===== config.mk =====
export PLATFORM = sky130hd
export DESIGN_NAME = odo_div_mon
export DESIGN_NICKNAME = d
export VERILOG_FILES = /design/src/rtl/odo_div_pkg.sv /design/src/rtl/odo_edge_sync.sv /design/src/rtl/odo_div_mon.sv
export SDC_FILE = /design/constraint.sdc
export NUM_CORES = 1
export LEC_CHECK = 0
export ABC_AREA = 0
export BUFFER_PORTS_ARGS = -buffer_cell sky130_fd_sc_hd__buf_2
export CORE_UTILIZATION = 45
export DETAILED_ROUTE_END_ITERATION = 6
export PLACE_DENSITY = 0.66
export SLEW_MARGIN = 40
export SYNTH_ARGS = -nofsm -noshare
export SYNTH_HDL_FRONTEND = slang
export SYNTH_HIERARCHICAL = 1
export SYNTH_SLANG_ARGS = --single-unit
export TNS_END_PERCENT = 100

===== constraint.sdc =====
create_clock -name clk -period 2.6 [get_ports clk]
set_input_delay 0.65 -clock clk [delete_from_list [all_inputs] [get_ports clk]]
set_output_delay 0.65 -clock clk [all_outputs]
set_load 0.05 [all_outputs]

===== src/rtl/odo_div_pkg.sv =====
// Shared types and helpers for the divided-clock monitor.
// Optional duty checking is enabled by defining ODO_MON_DUTY_CHK_EN.
package odo_div_pkg;

    typedef enum logic [1:0] {
        IDLE   = 2'd0,
        ACQ    = 2'd1,
        LOCKED = 2'd2,
        FAULT  = 2'd3
    } odo_state_t;

    localparam int unsigned ODO_DIV_DEFAULT = 9;

    // An odd 50% divider holds the high phase for floor(div/2) or ceil(div/2) cycles.
    function automatic logic odo_hi_ok(input logic [15:0] hi, input logic [15:0] div);
        logic [15:0] lo_v;
        lo_v = (div - 16'd1) >> 1;
        return (hi == lo_v) || (hi == (lo_v + 16'd1));
    endfunction

endpackage


===== src/rtl/odo_edge_sync.sv =====
// Two-flop synchronizer for the divided clock plus a third flop for rise detection.
// The synchronized level output exists only when ODO_MON_DUTY_CHK_EN is defined.
module odo_edge_sync (
    input  logic clk,
    input  logic rst,
    input  logic d,
    output logic rise
`ifdef ODO_MON_DUTY_CHK_EN
   ,output logic level
`endif
);

    logic s1;
    logic s2;
    logic s3;

    // synchronizer chain and delayed copy for edge detection
    always_ff @(posedge clk or posedge rst) begin
        if (rst) begin
            s1 <= 1'b0;
            s2 <= 1'b0;
            s3 <= 1'b0;
        end else begin
            s1 <= d;
            s2 <= s1;
            s3 <= s2;
        end
    end

    assign rise = s2 & ~s3;

`ifdef ODO_MON_DUTY_CHK_EN
    assign level = s2;
`endif

endmodule


===== src/rtl/odo_div_mon.sv =====
// Divided-clock monitor: measures period and high phase of every divided cycle,
// tracks lock and raises sticky faults. Duty checking is built with ODO_MON_DUTY_CHK_EN.
module odo_div_mon
    import odo_div_pkg::*;
#(
    parameter int unsigned DIV      = ODO_DIV_DEFAULT,
    parameter int unsigned LOCK_CNT = 4,
    parameter int unsigned CW       = 9
) (
    input  logic          clk,
    input  logic          rst,
    input  logic          clk_div_in,
    input  logic          clr_err,
    output logic          locked,
    output logic          period_err,
    output logic          duty_err,
    output logic          timeout_err,
    output logic [CW-1:0] last_period
);

    localparam logic [CW-1:0] PER_MAX = CW'(2 * DIV);
    localparam logic [CW-1:0] PER_TMO = CW'(2 * DIV - 1);
    localparam logic [CW-1:0] DIV_W   = CW'(DIV);
    localparam logic [3:0]    LOCK_W  = 4'(LOCK_CNT);

    odo_state_t    state;
    logic [3:0]    good_cnt;
    logic [CW-1:0] per_cnt;
    logic [CW-1:0] per_meas;
    logic          rise;
    logic          hi_good;
    logic          per_good;
    logic          edge_good;
    logic          cmp_edge;
    logic          tmo;
    logic          per_set;

`ifdef ODO_MON_DUTY_CHK_EN
    logic          level;
    logic [CW-1:0] hi_cnt;
    logic          duty_set;

    odo_edge_sync u_sync (
        .clk   (clk),
        .rst   (rst),
        .d     (clk_div_in),
        .rise  (rise),
        .level (level)
    );

    // high-phase counter; restarts at 1 because the edge cycle itself is high
    always_ff @(posedge clk or posedge rst) begin
        if (rst) begin
            hi_cnt <= {CW{1'b0}};
        end else if (rise) begin
            hi_cnt <= level ? CW'(1) : {CW{1'b0}};
        end else if (level && (hi_cnt != PER_MAX)) begin
            hi_cnt <= hi_cnt + CW'(1);
        end else begin
            hi_cnt <= hi_cnt;
        end
    end

    assign hi_good  = odo_hi_ok(16'(hi_cnt), 16'(DIV));
    assign duty_set = cmp_edge & ~hi_good;

    // sticky duty flag, a new error outranks a simultaneous clear
    always_ff @(posedge clk or posedge rst) begin
        if (rst) begin
            duty_err <= 1'b0;
        end else begin
            duty_err <= duty_set | (duty_err & ~clr_err);
        end
    end
`else
    odo_edge_sync u_sync (
        .clk  (clk),
        .rst  (rst),
        .d    (clk_div_in),
        .rise (rise)
    );

    assign hi_good  = 1'b1;
    assign duty_err = 1'b0;
`endif

    assign per_meas  = per_cnt + CW'(1);
    assign per_good  = (per_meas == DIV_W);
    assign edge_good = per_good & hi_good;
    assign cmp_edge  = rise & ((state == ACQ) | (state == LOCKED));
    assign tmo       = ~rise & (state != IDLE) & (per_cnt == PER_TMO);
    assign per_set   = cmp_edge & ~per_good;

    // period counter saturates so a lost divided clock holds at the timeout value
    always_ff @(posedge clk or posedge rst) begin
        if (rst) begin
            per_cnt     <= {CW{1'b0}};
            last_period <= {CW{1'b0}};
        end else if (rise) begin
            per_cnt     <= {CW{1'b0}};
            last_period <= per_meas;
        end else if (per_cnt != PER_MAX) begin
            per_cnt     <= per_cnt + CW'(1);
            last_period <= last_period;
        end else begin
            per_cnt     <= per_cnt;
            last_period <= last_period;
        end
    end

    // lock state machine; locked is registered alongside the state
    always_ff @(posedge clk or posedge rst) begin
        if (rst) begin
            state    <= IDLE;
            good_cnt <= 4'd0;
            locked   <= 1'b0;
        end else begin
            case (state)
                IDLE: begin
                    good_cnt <= 4'd0;
                    locked   <= 1'b0;
                    if (rise) begin
                        state <= ACQ;
                    end else begin
                        state <= IDLE;
                    end
                end
                ACQ: begin
                    if (tmo) begin
                        state    <= FAULT;
                        good_cnt <= 4'd0;
                        locked   <= 1'b0;
                    end else if (rise && edge_good && (good_cnt == LOCK_W)) begin
                        state    <= LOCKED;
                        good_cnt <= good_cnt;
                        locked   <= 1'b1;
                    end else if (rise && edge_good) begin
                        state    <= ACQ;
                        good_cnt <= good_cnt + 4'd1;
                        locked   <= 1'b0;
                    end else if (rise) begin
                        state    <= ACQ;
                        good_cnt <= 4'd0;
                        locked   <= 1'b0;
                    end else begin
                        state    <= ACQ;
                        good_cnt <= good_cnt;
                        locked   <= 1'b0;
                    end
                end
                LOCKED: begin
                    if (tmo || (rise && !edge_good)) begin
                        state    <= FAULT;
                        good_cnt <= 4'd0;
                        locked   <= 1'b0;
                    end else begin
                        state    <= LOCKED;
                        good_cnt <= good_cnt;
                        locked   <= 1'b1;
                    end
                end
                FAULT: begin
                    good_cnt <= 4'd0;
                    locked   <= 1'b0;
                    if (rise) begin
                        state <= ACQ;
                    end else begin
                        state <= FAULT;
                    end
                end
                default: begin
                    state    <= IDLE;
                    good_cnt <= 4'd0;
                    locked   <= 1'b0;
                end
            endcase
        end
    end

    // sticky period and timeout flags, a new error outranks a simultaneous clear
    always_ff @(posedge clk or posedge rst) begin
        if (rst) begin
            period_err  <= 1'b0;
            timeout_err <= 1'b0;
        end else begin
            period_err  <= per_set | (period_err & ~clr_err);
            timeout_err <= tmo | (timeout_err & ~clr_err);
        end
    end

endmodule


# Yosys cells after proc, flatten, opt, wreduce, memory -nomap -nowiden
# Cells that the tools add are included.
# totals
out_inout_bits	13
in_bits	4
register_bits	30
elab_cells	64
# op_classes
muxes	18
n_bitwise	14
eq_ne	10
n_addsub	2
reduce_logical	10
# ops
cell	n
4-bit two-way mux	5
9-bit two-way mux	2
4-bit case mux with 3 select lines	1
9-bit by 1-bit adder with 9-bit output, second input constant	1
9-bit by 4-bit == test with 1-bit output, second input constant	1
9-bit by 5-bit == test with 1-bit output, second input constant	1
9-bit by 5-bit != test with 1-bit output, second input constant	1
2-bit case mux with 4 select lines	1
1-bit AND	7
2-bit two-way mux	3
1-bit two-way mux	5
4-bit by 1-bit adder with 4-bit output, second input constant	1
2-bit == test, second input constant	2
4-bit by 3-bit == test with 1-bit output, second input constant	1
4-bit by 3-bit != test with 1-bit output, second input constant	1
1-bit NOT	4
2-bit nonzero test	2
1-bit logical AND	3
3-bit != test, second input constant	1
1-bit OR	3
1-bit case mux with 3 select lines	1
3-bit AND reduction	1
2-bit by 1-bit == test with 1-bit output, second input constant	1
2-bit zero test	1
4 further kinds	4

# Logic depth before layout (Yosys ltp)
# depth
ltp_word	8
mapped_depth	8
mapped_depth_nobuf	8

# Hierarchy
# Netlist, hierarchy kept.
# modules_own_cells
module	area_each_um2	seq_area_each_um2	cells_per_inst	instances
odo_div_mon	1585.3	675.6	158	1
odo_edge_sync	92.6	75.1	5	1

# Worst setup path after synthesis
# OpenSTA, ideal clock, no wires.
# synth_path
path_kind	register -> register
from	register per_cnt[0]
to	register locked
path_stages_with_launch	9
period_less_slack_ns	1.859
t_required_ns	2.536
setup_ns	0.064
n_path_buf	1
slack_ns	0.741
arrival_time_ns	1.795
path_cell_list	dfrtp_1 > ha_1 > buf_2 > a21oi_1 > o21ai_1 > mux2i_4 > nand4_4 > a2111oi_2 > a21o_1
# synth_between
elab_chain_cells	7
elab_cells_between_ends	13
classes_between	add/sub (1); eq/ne (2); mux (4); bitwise (1); reduce/logical (5)
# synth_rtl
element	line	text
start, declared	odo_div_mon.sv:28	logic [CW-1:0] per_cnt;
start signal, assigned	odo_div_mon.sv:97	per_cnt <= {CW{1'b0}};
start signal, assigned	odo_div_mon.sv:100	per_cnt <= {CW{1'b0}};
start signal, assigned	odo_div_mon.sv:103	per_cnt <= per_cnt + CW'(1);
9-bit by 1-bit adder with 9-bit output	odo_div_mon.sv:87	assign per_meas = per_cnt + CW'(1);
9-bit by 4-bit == test with 1-bit output	odo_div_mon.sv:88	assign per_good = (per_meas == DIV_W);
1-bit logical AND / 1-bit zero test (equally long branches)	odo_div_mon.sv:133, odo_div_mon.sv:137, odo_div_mon.sv:152	
1-bit logical AND, on equally long branches	odo_div_mon.sv:133, odo_div_mon.sv:152	
1-bit two-way mux / 1-bit logical OR (equally long branches)	odo_div_mon.sv:133, odo_div_mon.sv:152	
1-bit two-way mux, on equally long branches	odo_div_mon.sv:129, odo_div_mon.sv:152	
1-bit case mux with 3 select lines (*)	odo_div_mon.sv:118	case (state)
end signal, assigned	odo_div_mon.sv:121	locked <= 1'b0;
end signal, assigned	odo_div_mon.sv:132	locked <= 1'b0;
end signal, assigned	odo_div_mon.sv:136	locked <= 1'b1;
end, declared	odo_div_mon.sv:14	output logic locked,
# Every way passes the cells marked *; elsewhere a longest branch is shown, timed or not.
# A chain may end at the register's enable or synchronous reset.

# Worst setup path in the final report
# layout_path
from	register per_cnt[1]
to	register locked
# Same word-level chain as after synthesis.

==> flow_summary.json <==
{
  "status": "finished, final reports clean",
  "initial_core_util": 0.487,
  "drt-initial-drc-count": 21,
  "crit_path_start_kind": "register",
  "endpoint_kind": "register",
  "period_share": 0.788,
  "die_area_mm2": 0.00398,
  "cap_violations": 0,
  "clk_pin_slew_ns": 0.06,
  "cts_buffers": 5,
  "vdd_drop_max_v": 0.000616,
  "grt_max_degree": 28,
  "whs_ns": 0.236,
  "synth.distinct_cells": 47,
  "seq_power_share": 0.419,
  "period_minus_slack_ns": 2.05,
  "synth_flop_cell": "dfrtp_1",
  "place_area_mm2": 0.00178,
  "setup_viol": 0,
  "yosys_register_bits": 30,
  "async_flop_share": 1.00,
  "layout-drive-gt1-share": 0.244,
  "avgSynthCellArea_um2": 10.3,
  "via_per_inst": 5.40,
  "finalClockSkew_ns": 0.00182,
  "antenna_found_initial": 0,
  "r2r_cells": 7,
  "root_buffer": "clkbuf_8",
  "power_frac_clock": 0.237,
  "clock-sinks": 30,
  "grt_pass1_vias": 1168,
  "place_inst": 219,
  "p_per_area_mw_per_mm2": 775,
  "layout.cells.non_filler": 226,
  "finalSetupTns_ns": 0,
  "setup.worst_path.class": "reg -> reg",
  "p_leak_nw": 0.865,
  "finalPower_w": 0.00144,
  "cts_tree": "done",
  "nNetsFinal": 194,
  "final_common_cell": "dfrtp_1",
  "core-area_mm2": 0.00344,
  "synth_area_mm2": 0.00168,
  "cts_resized": 0,
  "synth-edff-count": 0,
  "rsz0062_at_grt": "false",
  "fin_area_mm2": 0.00186,
  "syn_nets": 177,
  "route.vias.total": 1221,
  "mostFrequentLayoutCells": "dfrtp_1, nor2_1, buf_2",
  "htreeDepth": 2,
  "yosysWarnings": 6,
  "clk_latency_ns": 0.28,
  "gp_congestion": 0.840,
  "critPathArrivalTime_ns": 2.27,
  "dp_hpwl_mm": 2.25,
  "die_w_um": 63.1,
  "drv_slew": 0,
  "dr.pass1.iters": 6,
  "overflow": 0,
  "ys_seq_area_frac": 0.447,
  "cts_setup_buffers": 0,
  "ctsHoldBuffers": 0,
  "drcViolationCount": 0,
  "hp-class": "in -> async",
  "fmax_mhz": 488,
  "cp_data_required_time_ns": 2.82,
  "antenna_cells": 0,
  "rows": 21,
  "grt_util_all_layers": 0.170,
  "io_pins": 17,
  "port_buffers": 15,
  "routed_wl_mm": 2.97,
  "switching_share": 0.393,
  "die_h_um": 63.1,
  "p_int_w": 0.000876,
  "p_sw_w": 0.000568,
  "ant_nets": 0,
  "cts.path.max_buffers": 2,
  "wl_per_cell_um": 13.2,
  "grt_pass1_wl_mm": 5.24,
  "synth_cells": 163,
  "area_delta_synth_final_pct": 11.0,
  "p_comb_frac": 0.343,
  "critPathMaxFanout": 10,
  "finalHoldViolCount": 0
}
cell usage after synthesis (2+ instances only):
master	instances	area [µm²]
nand2_1	7	26.3
inv_1	10	37.5
nor4_1	2	12.5
xnor2_1	5	43.8
a21o_1	3	22.5
xor2_1	3	26.3
buf_2	3	15.0
and3_1	2	12.5
and2_2	2	15.0
or2_2	2	12.5
a21oi_1	14	70.1
nor2_1	17	63.8
ha_1	10	125
mux2_2	3	33.8
clkbuf_1	2	7.51
o22ai_1	2	12.5
and4b_2	2	22.5
dfrtp_1	30	751
nand3_1	9	45.0
nor3_1	4	20.0
o21ai_1	2	10.0
o21ai_0	3	15.0
nor4b_1	2	17.5
layer usage:
| layer | track usage | part of all wire | vias to the layer above | wire (µm) |
|---|---|---|---|---|
| met5 | 0 | 0 | - | 0 |
| met4 | 0.0610 | 0.017 | 0 | 51 |
| met3 | 0.0489 | 0.039 | 6 | 116 |
| met2 | 0.266 | 0.46 | 29 | 1360 |
| met1 | 0.221 | 0.49 | 580 | 1450 |
| li1 | - | - | 606 | - |
critical path: stages (launching register included):
cell       delay (ns)
dfrtp_1          0.41
ha_1             0.40
and3_1           0.21
o21ai_1          0.08
mux2i_4          0.20
nand4_4          0.17
a2111oi_2        0.40
a21o_1           0.12
sequential cells by signal (all words and copies together), names as in the netlist:
name and count:
u_sync/s3 1, last_period 9, good_cnt 4, u_sync/s1 1, u_sync/s2 1, per_cnt 9
state 2, locked 1, timeout_err 1, period_err 1
cell type report:
class	count	area, µm²
clock inverter	2	10.0
clock buffer	5	68.8
tap	46	57.6
timing repair buffer	17	90.1
fill	299	1580
inverter	11	41.3
multi-input combinational	115	845
sequential	30	751
logic make-up after synthesis:
group                      after synthesis  synth area share
and+or+nand+nor                         59             0.213
AOI/OAI and AO/OA                       32             0.133
DFF                                     30             0.447
buffers and inverters                   18            0.0492
adders and majority gates               10            0.0746
xor gates and xnor gates                 8            0.0418
muxes                                    5            0.0395
other                                    1           0.00223
through the flow:
step	setup WS (ns)	utilization
detailed placement	0.561	0.518
CTS	0.547	0.541
finish	0.551	0.541
floorplan	0.741	-
global placement	0.590	0.518
global route	0.374	0.541
power by group through the flow:
stage               Combinational [W]  Clock, W  Sequential (W)
finish                       0.000495  0.000343        0.000605
global route                 0.000544  0.000372        0.000619
CTS                          0.000499  0.000353        0.000605
detailed placement           0.000496         0        0.000612
global placement             0.000487         0        0.000610
floorplan                    0.000285         0        0.000726
worst paths after layout:
| path | from | end | slack (ns) |
|---|---|---|---|
| min in group clk | u_sync/s1 | u_sync/s2 | 0.37 |
| min | rst | u_sync/s2 | 0.24 |
| min reg2reg | u_sync/s1 | u_sync/s2 | 0.37 |
| max in group asynchronous | rst | last_period[7] | 1.92 |
| max | per_cnt[1] | locked | 0.55 |
| max reg2reg | per_cnt[1] | locked | 0.55 |
Power figures use the tool's default switching activity.
